### config.mk
export PLATFORM = sky130hd
export DESIGN_NAME = seg7_scan_driver
export DESIGN_NICKNAME = d
export VERILOG_FILES = /design/src/rtl/seg7_pkg.sv /design/src/rtl/seg7_hex_decode.sv /design/src/rtl/seg7_scan_driver.sv
export SDC_FILE = /design/constraint.sdc
export NUM_CORES = 1
export LEC_CHECK = 0
export ABC_AREA = 1
export CORE_MARGIN = 2
export CORE_UTILIZATION = 48
export DETAILED_ROUTE_END_ITERATION = 6
export GPL_ROUTABILITY_DRIVEN = 0
export PLACE_DENSITY = 0.75
export SLEW_MARGIN = 30
export SYNTH_ARGS = -nofsm -noshare
export SYNTH_HDL_FRONTEND = slang
export SYNTH_SLANG_ARGS = --single-unit
### constraint.sdc
create_clock -name clk -period 1.4 [get_ports clk]
set_input_delay 0.28 -clock clk [delete_from_list [all_inputs] [get_ports clk]]
set_output_delay 0.28 -clock clk [all_outputs]
set_load 0.02 [all_outputs]
### src/rtl/seg7_pkg.sv
// seg7_pkg: shared state encoding, blank constants and hex-to-segment table for the scan driver
package seg7_pkg;
  typedef enum logic {BLANK = 1'b0, DRIVE = 1'b1} state_e;
  localparam logic [3:0] ALL_OFF_AN = 4'hF;
  localparam logic [6:0] ALL_OFF_SEG = 7'h7F;
  localparam logic [6:0] HEX2SEG_TBL [16] = '{
    7'h40, 7'h79, 7'h24, 7'h30, 7'h19, 7'h12, 7'h02, 7'h78,
    7'h00, 7'h10, 7'h08, 7'h03, 7'h46, 7'h21, 7'h06, 7'h0E
  };
  function automatic logic [6:0] hex2seg(input logic [3:0] nib);
    return HEX2SEG_TBL[nib];
  endfunction
endpackage

### src/rtl/seg7_hex_decode.sv
// seg7_hex_decode: combinational nibble to active-low {g,f,e,d,c,b,a} segment pattern
module seg7_hex_decode
  import seg7_pkg::*;
(
  input  logic [3:0] nib_i,
  output logic [6:0] seg_o
);
  assign seg_o = hex2seg(nib_i);
endmodule

### src/rtl/seg7_scan_driver.sv
// seg7_scan_driver: 4-digit common-anode hex scanner with shadow capture, blank window and leading-zero blanking
module seg7_scan_driver
  import seg7_pkg::*;
#(
  parameter int REFRESH_DIV = 50000,
  parameter int BLANK_CYC   = 500
) (
  input  logic        clk,
  input  logic        clr,
  input  logic [15:0] data,
  input  logic        load,
  input  logic        lz_en,
  input  logic [3:0]  dp,
  output logic [3:0]  an,
  output logic [6:0]  seg,
  output logic        dp_n,
  output logic        frame_tc
);
  localparam int CW = $clog2(REFRESH_DIV);
  logic [15:0] shadow_q;
  logic [CW-1:0] cnt_q;
  logic [1:0] idx_q;
  state_e state_q, state_d;
  logic [3:0] an_q, an_d, nz;
  logic [6:0] seg_q, seg_d, seg_w;
  logic dp_n_q, dp_n_d, tc_q, tc_d, slot_end, suppress, show;
  seg7_hex_decode u_dec (.nib_i(shadow_q[{idx_q, 2'b00} +: 4]), .seg_o(seg_w));
  // a digit above 0 is dark when it and every more-significant nibble are zero
  always_comb begin
    slot_end = cnt_q == CW'(REFRESH_DIV - 1);
    nz = {|shadow_q[15:12], |shadow_q[11:8], |shadow_q[7:4], |shadow_q[3:0]};
    suppress = lz_en && idx_q != 2'd0 && (nz >> idx_q) == 4'd0;
    state_d = slot_end ? BLANK :
              (state_q == BLANK && cnt_q == CW'(BLANK_CYC - 1)) ? DRIVE : state_q;
    show = state_q == DRIVE && !suppress;
    an_d = show ? ~(4'b0001 << idx_q) : ALL_OFF_AN;
    seg_d = show ? seg_w : ALL_OFF_SEG;
    dp_n_d = show ? ~dp[idx_q] : 1'b1;
    tc_d = idx_q == 2'd3 && slot_end;
  end
  always_ff @(posedge clk) begin
    if (clr) begin
      shadow_q <= '0;
      cnt_q <= '0;
      idx_q <= '0;
      state_q <= BLANK;
      an_q <= ALL_OFF_AN;
      seg_q <= ALL_OFF_SEG;
      dp_n_q <= 1'b1;
      tc_q <= 1'b0;
    end else begin
      if (load) shadow_q <= data;
      cnt_q <= slot_end ? '0 : cnt_q + CW'(1);
      idx_q <= idx_q + {1'b0, slot_end};
      state_q <= state_d;
      an_q <= an_d;
      seg_q <= seg_d;
      dp_n_q <= dp_n_d;
      tc_q <= tc_d;
    end
  end
  assign an = an_q;
  assign seg = seg_q;
  assign dp_n = dp_n_q;
  assign frame_tc = tc_q;
endmodule

==> summary.txt <==
Final layout
  – Multi-input gate area: 0.00154 mm^2
  – Fin cells: 530
  – Fill count: 365
  – Area grow syn2layout: 51.3%
  – Register area: 973 um^2
  – Ant diodes: 0
  – Final-stage net count: 494
  – Design area: 0.00370 mm^2
  – Finished Core Util: 76.8%
  – Share of cells above drive strength 1: 30.5%

Clock network
  – CTS HTree Levels: 2
  – CTS root buf: clkbuf_8
  – Clk_lat worst skew: 0.31 ns
  – CTS Buf Count: 5
  – Clock sink total: 48
  – CTS tree: yes
  – Worst-path clk slew: 0.10 ns
  – Clock buffer depth: 2
  – Cts hold-fix bufs: 0

Logic synthesis
  – Synthesized instance count: 361
  – Synth unique cells: 26
  – Mux share of post-synthesis cell area: 0%
  – Post-synth net total: 393
  – Yosys reg bits: 48
  – Post-Synth XOR/XNOR Area: 1.79%
  – Post-Synth Adder-Cell Area: 4.09%
  – Sequential element share of the synthesized area: 39.3%
  – Synth Area in Simple Gates: 39.9%
  – Compound-Gate Fraction of Synth Area: 7.42%
  – Syn Std Cell Area: 0.00244 mm^2
  – Mean Syn Cell Area: 6.77 um^2
  – Largest family of logic cells by synthesized area: simple AND/OR/NAND/NOR gates
  – Number of synthesis warnings: 0

Setup path
  – Most used cell, CP: nand2_2
  – Crit. End Element: flop
  – Worst path required time: 1.59 ns
  – Top delay family on crit path: simple AND/OR/NAND/NOR gates
  – WS Path Type: flop to flop
  – Crit-path slowest cell: dfxtp_4
  – CP Data Arrival Time: 1.71 ns
  – Crit path buffers/inverters: 2
  – Worst Setup Start Kind: flop
  – Critical path cell sequence: inv_6 -> nand2_2 -> nand2_2 -> nand2_2 -> nand2_4 -> buf_4 -> ha_4 -> nand2_4 -> nand2_1 -> nand2_1 -> nand3_1
  – Critical path fanouts, max: 8
  – CP max stage delay: 0.44 ns

Drt
  – Routed vias: 2,727
  – Residual DRC: 0
  – Antenna viol nets, final: 0
  – Vias per cell: 5.15
  – DR WL/cell: 13.2 um
  – Drt pass-1 iters: 4
  – Initial drt markers: 218
  – Drt total wl: 7000 um

Global route
  – Vias in the first global route: 2,378
  – Overall Global Routing Usage: 24.4%
  – Largest net degree at the start of global routing: 18
  – First-pass GRT wire length: 10,700 um
  – GRT Residual Overflow: 0
  – Initial antenna violation count: 0

STA
  – Worst setup margin: -0.122 ns
  – Setup Skew: 0.0110 ns
  – Setup repair after global routing missed its margin: yes
  – Relative slew slack: 83.7%
  – Final setup viols: 8
  – FMAX: 657 MHz
  – Final worst path period need: 1.52 ns
  – Final Max Slew Viols: 0
  – Final hold vios: 0
  – Worst Tran Pin Value: 0.245 ns
  – Period utilization: 109%
  – Worst hold slack: 0.507 ns

Job
  – Max-cap violations: 0

Place
  – DP Wirelength: 4420 um
  – Placed Cells: 502
  – Placed standard-cell area: 0.00320 mm^2
  – Setup WS pre-CTS: -0.421 ns
  – Port Buf Inserts: 36

Power and ir drop
  – LEAKAGE: 1.55 nW
  – VDD IR max: 0.682 mV
  – Pwr/cell area: 752 mW/mm^2

Die
  – Die height: 75.4 um
  – CORE AREA: 0.00482 mm^2
  – Die width: 75.4 um
  – Starting Density: 50.8%
  – Ports: 37
  – Site row count: 25
  – Die area: 0.00568 mm^2

Hold path
  – Worst hold path class: flop to flop

Outcome
  – Outcome: finished, violations left
  – Violated checks: setup timing
metal layers:
metal | GRT usage (%) | up-vias | wire [um]
met4 | 9.36 | 0 | 160
met5 | 0 | - | 0
met2 | 38.9 | 98 | 3480
met3 | 5.29 | 19 | 387
met1 | 32.5 | 1263 | 2970
li1 | - | 1347 | -
worst reg2reg max path: stages, from the launching register on:
cell     delay, ns
dfxtp_4       0.44
inv_6         0.07
nand2_2       0.06
nand2_2       0.04
nand2_2       0.08
nand2_4       0.08
buf_4         0.16
ha_4          0.17
nand2_4       0.08
nand2_1       0.06
nand2_1       0.07
nand3_1       0.08
stage by stage:
| stage | TNS, ns | power (mW) |
|---|---|---|
| floorplan | -0.178 | 1.64 |
| CTS | -0.323 | 2.71 |
| finish | -0.578 | 2.78 |
| global route | -1.21 | 2.89 |
| detailed placement | -4.90 | 1.81 |
| global placement | -4.19 | 1.80 |
logic make-up after synthesis:
logic type | count (synthesis)
buffers and inverters | 38
AND/OR/NAND/NOR | 226
AO/OA/AOI/OAI | 36
adder cells (fa/ha/maj) | 8
XOR/XNOR | 5
flip-flops | 48
synthesized netlist by cell type (all sizes together):
master  count  area, um^2
a21oi      15        75.1
buf         6        60.1
clkbuf      3        11.3
clkinv      1        3.75
dfxtp      48         961
ha          8         100
inv        28         108
nand2     101         397
nand3      35         180
nand3b      4        30.0
nand4       2        12.5
nor2       74         305
nor3        9        45.0
o21ai      20         100
o22ai       1        6.26
or2         1        6.26
xnor2       2        17.5
xor2        3        26.3
power by group:
part	internal (mW)	leakage, nW	switching [mW]
Sequential	1.40	0.395	0.0332
Clock	0.405	0.0516	0.509
Combinational	0.221	1.11	0.213
Total	2.03	1.55	0.755
area by class of cell:
| class | instances | area share, % |
|---|---|---|
| Inverter | 29 | 3.15 |
| Sequential cell | 48 | 26.3 |
| Tap cell | 67 | 2.27 |
| Multi-Input combinational cell | 276 | 41.6 |
| Timing Repair Buffer | 102 | 24.1 |
| Clock inverter | 2 | 0.372 |
| Clock buffer | 6 | 2.23 |
state kept, by name (all words and copies together) (netlist names):
signal,count
cnt_q,16
shadow_q,16
seg,7
an,4
idx_q,2
dp_n,1
frame_tc,1
state_q,1
final timing paths:
check                           slack [ns]         to  cells after the start       from
worst max-delay path                 -0.12     seg[5]                     11   idx_q[0]
worst min-delay path                  0.51  cnt_q[10]                      2  cnt_q[10]
worst max register to register       -0.12     seg[5]                     11   idx_q[0]
worst min register to register        0.51  cnt_q[10]                      2  cnt_q[10]
cell usage in the layout (no fill, tap or decap), drive strengths merged:
master,count
clkdlybuf4s50,23
clkinv,2
dfxtp,48
inv,29
nor2,74
nand3,35
xnor2,2
nand3b,4
o21ai,20
nand2,102
dlygate4sd2,13
clkbuf,6
buf,66
ha,8
o22ai,1
nand4,2
a21oi,15
xor2,3
or2,1
nor3,9
timing repair:
item	4_1_cts	5_1_grt
gates cloned	1	0
gates resized for setup	38	46
endpoints found under the setup margin	27	16
buffers inserted	12	9
pin swaps	13	20
No activity file was read; power rests on OpenSTA's default activity.
